$ cat src/rtl/fetch_decode_ctrl.sv
// Fetch/decode timing sequencer for the basic accumulator computer.
// Drives the T0-T3 fetch and indirect cycles, then hands off to execute.
module fetch_decode_ctrl #(
  parameter int CNT_W   = 16,
  parameter int OPC_LSB = 12
) (
  input  logic             clk,
  input  logic             rst_n,
  input  logic             run,
  input  logic [15:0]      ir_in,
  input  logic             exec_done,
  input  logic             halt,
  output logic             mem_read,
  output logic             pc_incr,
  output logic             ld_ar,
  output logic             ld_ir,
  output logic             ld_i,
  output logic             bus_sel_pc,
  output logic             bus_sel_ir,
  output logic             bus_sel_mem,
  output logic [3:0]       t_state,
  output logic [7:0]       opcode_d,
  output logic             i_flag,
  output logic             exec_start,
  output logic             halted,
  output logic [CNT_W-1:0] instr_count
);

  typedef enum logic [2:0] {
    S_IDLE,
    S_T0,
    S_T1,
    S_T2,
    S_T3,
    S_EXEC,
    S_HALT
  } state_t;

  state_t state;
  state_t state_n;
  logic   first_q;
  logic   indirect;

  logic unused_ir;
  assign unused_ir = &{1'b0, ir_in};

  always_ff @(posedge clk or negedge rst_n) begin
    if (!rst_n) begin
      state       <= S_IDLE;
      opcode_d    <= '0;
      i_flag      <= 1'b0;
      first_q     <= 1'b0;
      instr_count <= '0;
    end else begin
      state   <= state_n;
      first_q <= (state == S_T3);
      if (state == S_T2) begin
        opcode_d <= 8'b1 << ir_in[OPC_LSB +: 3];
        i_flag   <= ir_in[15];
      end
      if (state == S_EXEC && exec_done) begin
        instr_count <= instr_count + CNT_W'(1);
      end
    end
  end

  always_comb begin
    state_n = state;
    unique case (state)
      S_IDLE: if (run) state_n = S_T0;
      S_T0:   state_n = S_T1;
      S_T1:   state_n = S_T2;
      S_T2:   state_n = S_T3;
      S_T3:   state_n = S_EXEC;
      S_EXEC: begin
        if (exec_done) begin
          if (halt)     state_n = S_HALT;
          else if (run) state_n = S_T0;
          else          state_n = S_IDLE;
        end
      end
      S_HALT: state_n = S_HALT;
      default: state_n = S_IDLE;
    endcase
  end

  // Indirect fetch only for memory-reference opcodes (D7 is reg/IO)
  assign indirect = i_flag & ~opcode_d[7];

  always_comb begin
    mem_read    = 1'b0;
    pc_incr     = 1'b0;
    ld_ar       = 1'b0;
    ld_ir       = 1'b0;
    ld_i        = 1'b0;
    bus_sel_pc  = 1'b0;
    bus_sel_ir  = 1'b0;
    bus_sel_mem = 1'b0;
    t_state     = 4'b0000;
    exec_start  = 1'b0;
    halted      = 1'b0;
    unique case (state)
      S_T0: begin
        t_state    = 4'b0001;
        bus_sel_pc = 1'b1;
        ld_ar      = 1'b1;
      end
      S_T1: begin
        t_state     = 4'b0010;
        mem_read    = 1'b1;
        bus_sel_mem = 1'b1;
        ld_ir       = 1'b1;
        pc_incr     = 1'b1;
      end
      S_T2: begin
        t_state    = 4'b0100;
        bus_sel_ir = 1'b1;
        ld_ar      = 1'b1;
        ld_i       = 1'b1;
      end
      S_T3: begin
        t_state     = 4'b1000;
        mem_read    = indirect;
        bus_sel_mem = indirect;
        ld_ar       = indirect;
      end
      S_EXEC: exec_start = first_q;
      S_HALT: halted = 1'b1;
      default: ;
    endcase
  end

  always_comb begin
    assert ($onehot0({bus_sel_pc, bus_sel_ir, bus_sel_mem}));
  end

endmodule

$ cat config.mk
export PLATFORM = sky130hd
export DESIGN_NAME = fetch_decode_ctrl
export DESIGN_NICKNAME = d
export VERILOG_FILES = /design/src/rtl/fetch_decode_ctrl.sv
export SDC_FILE = /design/constraint.sdc
export NUM_CORES = 1
export LEC_CHECK = 0
export CAP_MARGIN = 25
export CORE_MARGIN = 4
export CORE_UTILIZATION = 41
export CTS_CLUSTER_SIZE = 30
export DETAILED_ROUTE_END_ITERATION = 16
export MAX_ROUTING_LAYER = met4
export PLACE_DENSITY = 0.79
export SYNTH_ARGS = -nofsm -noshare
export SYNTH_HDL_FRONTEND = slang
export SYNTH_SLANG_ARGS = --single-unit
$ cat constraint.sdc
create_clock -name clk -period 1.62 [get_ports clk]
set_clock_uncertainty 0.05 [all_clocks]
set_input_delay 0.243 -clock clk [delete_from_list [all_inputs] [get_ports clk]]
set_output_delay 0.243 -clock clk [all_outputs]
set_load 0.005 [all_outputs]
### Word-level counts from Yosys, hierarchy flattened

Cells that the tools add are included.

| storage, ports and cells | value |
|---|---|
| flip-flop bits (word level) | 29 |
| output and inout bits | 39 |

| cells by class | value |
|---|---|
| add/sub/neg operators | 1 |
| eq/ne operators | 8 |
| shift-type cells | 1 |
| mux-type cells | 13 |
| bitwise operators | 2 |
| reduce and logical (&&, ||, !) cells | 4 |

Operators with widths:

| kind | number |
|---|---|
| $pmux 3 s7 | 1 |
| $add 16x1->16 const B | 1 |
| $pmux 4 s4 | 1 |
| $eq 3x3->1 const B | 3 |
| $mux 3 | 3 |
| $shl 1x3->8 const A | 1 |
| $eq 3x2->1 const B | 2 |
| $mux 1 | 6 |
| $ne 2x2->1 const B | 2 |
| $pmux 1 s2 | 2 |
| $eq 3x1->1 const B | 1 |
| $logic_not 3->1 | 1 |
| $reduce_and 2->1 | 1 |
| $reduce_or 2->1 | 1 |
| $and 1x1->1 | 1 |
| $logic_and 1x1->1 | 1 |
| $not 1->1 | 1 |

### Logic depth before layout (Yosys ltp)

Gate-level depths: netlist (run 1).

| depth | value |
|---|---|
| depth after elaboration | 4 |
| depth in mapped cells | 6 |
| gate-level depth less buffers | 5 |

### Worst setup path before layout (run 1)

OpenSTA, ideal clock, no wires.

| path | value |
|---|---|
| path kind | flip-flop to output port |
| from | register state[1] |
| to | output port mem_read |
| arrival | 1,255 ps |
| path slack | 72 ps |
| stages on the path, launching flop included | 6 |
| path buffers | 2 |
| cells stage by stage | dfrtp_1 clkbuf_1 nor3b_1 nand3b_1 o21ai_0 buf_4 |

| between the ends | value |
|---|---|
| word-level cells in the longest chain between the ends | 2 |

RTL lines:

| element | line | source |
|---|---|---|
| from (decl) | 39 | `state_t state;` |
| from (signal assigned) | 55 | `state <= state_n;` |
| $eq 3x3->1 or $eq 3x2->1 (tied branches) | -- |  |
| $pmux 1 s2 (*) | -- |  |
| to (decl) | 13 | `output logic mem_read,` |

Mark *: on every way between the ends. The rest lies on a longest branch, timed or not.

### Worst setup path in the final report (run 1)

| path | value |
|---|---|
| from | register state[1] |
| to | output port mem_read |

| between the ends | value |
|---|---|
| word-level cells in the longest chain between the ends | 2 |

RTL lines:

| element | line | source |
|---|---|---|
| $eq 3x3->1 or $eq 3x2->1 (tied branches) | 102 | `unique case (state)` |
| $pmux 1 s2 (*) | 102 |  |

Marked as above.

==> summary.txt, run 1 <==
Critical path
  – Data required time at the worst endpoint: 1.33 ns
  – Crit path arrival time: 1.40 ns
  – Crit-path slowest cell: dfrtp_1
  – Crit path kind: reg2out
  – Critical path launch point type: register
  – Critical path fanouts, max: 2
  – Crit path largest cell delay: 0.41 ns
  – Critical Path End Type: output port
  – Cells along the critical path: buf_6, nor3b_4, nand3b_1, o21ai_2, buf_2

Yosys
  – Synth area leader: dfrtp_1
  – Post-synth EDFFs: 0
  – Syn_area_per_cell: 9.874 um2
  – Cell with the most instances after synthesis: dfrtp_1
  – Share of the synthesized area in the top cell type: 0.5326
  – Synth warn: 0
  – Synth Register Bits: 29
  – Area of the mapped netlist: 1363 um2
  – Ys async rst share: 1.000
  – Most instantiated cells after synthesis: dfrtp_1, nand2_1, xnor2_1
  – Netlist cell types: 28
  – Post-Syn Instances: 138
  – Main synth FF type: dfrtp_1
  – Sequential fraction of the synthesis area: 0.5326
  – Ranking of synthesized cells by area: dfrtp_1, xnor2_1, nand2_1, nand3_1, o21ai_0
  – Net Count, Synth: 160

Die
  – Chip Height: 65.65 um
  – Die width: 65.65 um
  – Top-level I/O count: 60
  – Core area: 3128 um2
  – Rows: 20
  – DIE AREA: 4310 um2
  – Starting Density: 0.4356

Clocking
  – Maximum root-to-sink buffer count: 2
  – Sink Count: 29
  – CTS tree: yes
  – CTS Buf Count: 5
  – Worst skew pair latency: 0.32 ns
  – Worst-path clk slew: 0.10 ns
  – Hold_buf cts: 0
  – CTS H-tree lvls: 2
  – CTS root buf: clkbuf_4

Timing
  – Setup violations, final: 10
  – Max Clk Rate: 590.9 MHz
  – Final Hold Fails: 0
  – Max-slew violation count: 0
  – Relative slew slack: 0.7433
  – Min cycle time layout: 1.692 ns
  – Final Cycle Share: 1.045
  – RSZ-0062 raised after global routing: true
  – Slew at the pin closest to its max-slew limit: 0.3840 ns
  – Final worst slack: -0.07224 ns

Cells and area
  – Fin nets: 238
  – Final core occ: 0.7208
  – Fin cells: 261
  – Fin area: 2255 um2
  – Layout area overhead: 65.47%
  – Ant. Diodes: 0
  – Share of layout cells above drive strength 1: 0.3641

Pwr
  – Overall Power: 0.003195 W
  – VDD IR max: 1.002 mV
  – PD cells: 1417 nW/um2
  – Leak pwr: 1.101 nW

Routing
  – WL met2: 1957 um
  – DR pass1 iterations: 4
  – Met1 WL: 1413 um
  – Via count: 1,303
  – ANT nets after route: 0
  – Final wirelength: 3648 um
  – Avg WL per Cell: 13.98 um
  – Top layer in use: met4
  – DRC Markers: 0
  – Initial drt markers: 59
  – Vias per cell: 4.992
  – Met3 wire length: 211 um

GRT
  – Grt ovf: 0
  – Initial antenna violation count: 0
  – Largest net degree at the start of global routing: 30
  – Vias in the first global route: 1,365
  – First-pass GRT wire length: 5892 um
  – GRT Total Usage: 0.1823

Place
  – Cell Count Post-Placement: 232
  – Final GP Congestion: 0.7841
  – Port Buffers: 47
  – Placed wire-length estimate: 2438 um
  – Area post-placement: 1929 um2

Status
  – Status: complete, but fails checks
  – Failing checks: setup timing

Job
  – Max_cap viols: 0

Worst hold path
  – Hold crit path type: in2async
worst paths after layout:
check,from,to,slack [ns],cells after the start
max reg2reg,state[2]$_DFFE_PN0P_,instr_count[9]$_DFFE_PN0P_,-0.05,7
min reg2reg,instr_count[15]$_DFFE_PN0P_,instr_count[15]$_DFFE_PN0P_,0.43,1
max in group asynchronous,rst_n,instr_count[1]$_DFFE_PN0P_,0.99,2
max,state[1]$_DFFE_PN0P_,mem_read,-0.07,5
min,rst_n,instr_count[13]$_DFFE_PN0P_,0.25,2
min in group clk,ir_in[15],i_flag$_DFFE_PN0P_,0.41,3
worst max-delay path, delay by kind of cell, from the launching register on:
family / cells / cell delay (ns)
DFF: 1 / 0.41
and+or+nand+nor: 2 / 0.32
buffers and inverters: 2 / 0.26
AOI/OAI and AO/OA: 1 / 0.09
cell families after synthesis:
logic type / Yosys count / synth area share
AND/OR/NAND/NOR: 61 / 0.2305
flip-flops: 29 / 0.5326
AO/OA/AOI/OAI: 16 / 0.07346
buffers and inverters: 16 / 0.05785
XOR/XNOR: 15 / 0.09642
adder cells (fa/ha/maj): 1 / 0.009181
sequential cells by signal, summed over array words and instances (netlist names):
register,flops
instr_count,16
state,3
first_q,1
i_flag,1
opcode_d,8
stage by stage:
step	TNS (ns)	hold slack, ns	setup slack, ns
after global placement	-0.9687	0.4094	-0.1487
after CTS	-0.4504	0.2344	-0.1017
final	-0.4528	0.2462	-0.07224
after floorplan	0	-0.1026	0.07168
after global routing	-1.764	0.2572	-0.1804
after detailed placement	-1.391	0.4192	-0.1680
routing by layer:
layer / vias up / global-route usage
met3: 9 / 0.04786
met4: 0 / 0.08290
met1: 629 / 0.1874
met5: - / -
met2: 48 / 0.3229
li1: 617 / -
layout by cell type, fill, tap and decap left out, types with 2 or more instances in the layout:
cell              n
nand2_1          25
buf_6            12
nor2_1            4
nand3b_1          2
inv_1             3
nand3_1           8
nor2_4            2
buf_2             8
xor2_1            2
nand2_2           2
inv_2             2
clkdlybuf4s50_1  32
xnor2_1          13
clkinv_2          2
nor2_2            2
dfrtp_2           3
nand4_1           4
o41ai_1           3
dfrtp_1          26
o21ai_0           6
a21oi_1           2
buf_4            25
nor3_4            2
clkbuf_4          5
where the power goes:
part / switching (W) / internal [W]
registers: 0.000157 / 0.000907
logic: 0.000719 / 0.000987
clock network: 0.000261 / 0.000163
timing repair:
action	4_1_cts	5_1_grt
endpoints found under the hold margin	0	0
resized for setup	72	28
endpoints found under the setup margin	17	40
setup buffers	16	9
gates cloned	0	0
pin swaps	5	10
final cells by class:
| cell class | instances | area, um2 |
|---|---|---|
| sequential | 29 | 729.5 |
| multi-input combinational | 93 | 663.1 |
| tap | 44 | 55.05 |
| inverter | 6 | 25.02 |
| fill | 236 | 873.3 |
| clock inverter | 3 | 17.52 |
| clock buffer | 5 | 37.54 |
| timing repair buffer | 81 | 726.9 |
Power figures use the tool's default switching activity.
==> run 2, diff against run 1 <==
--- a/config.mk
+++ b/config.mk
@@ -5,7 +5,6 @@
 export SDC_FILE = /design/constraint.sdc
 export NUM_CORES = 1
 export LEC_CHECK = 0
-export CAP_MARGIN = 25
 export CORE_MARGIN = 4
 export CORE_UTILIZATION = 41
 export CTS_CLUSTER_SIZE = 30
==> results of run 2 <==
The final DEF is identical to that of run 1; final timing and power are the same.
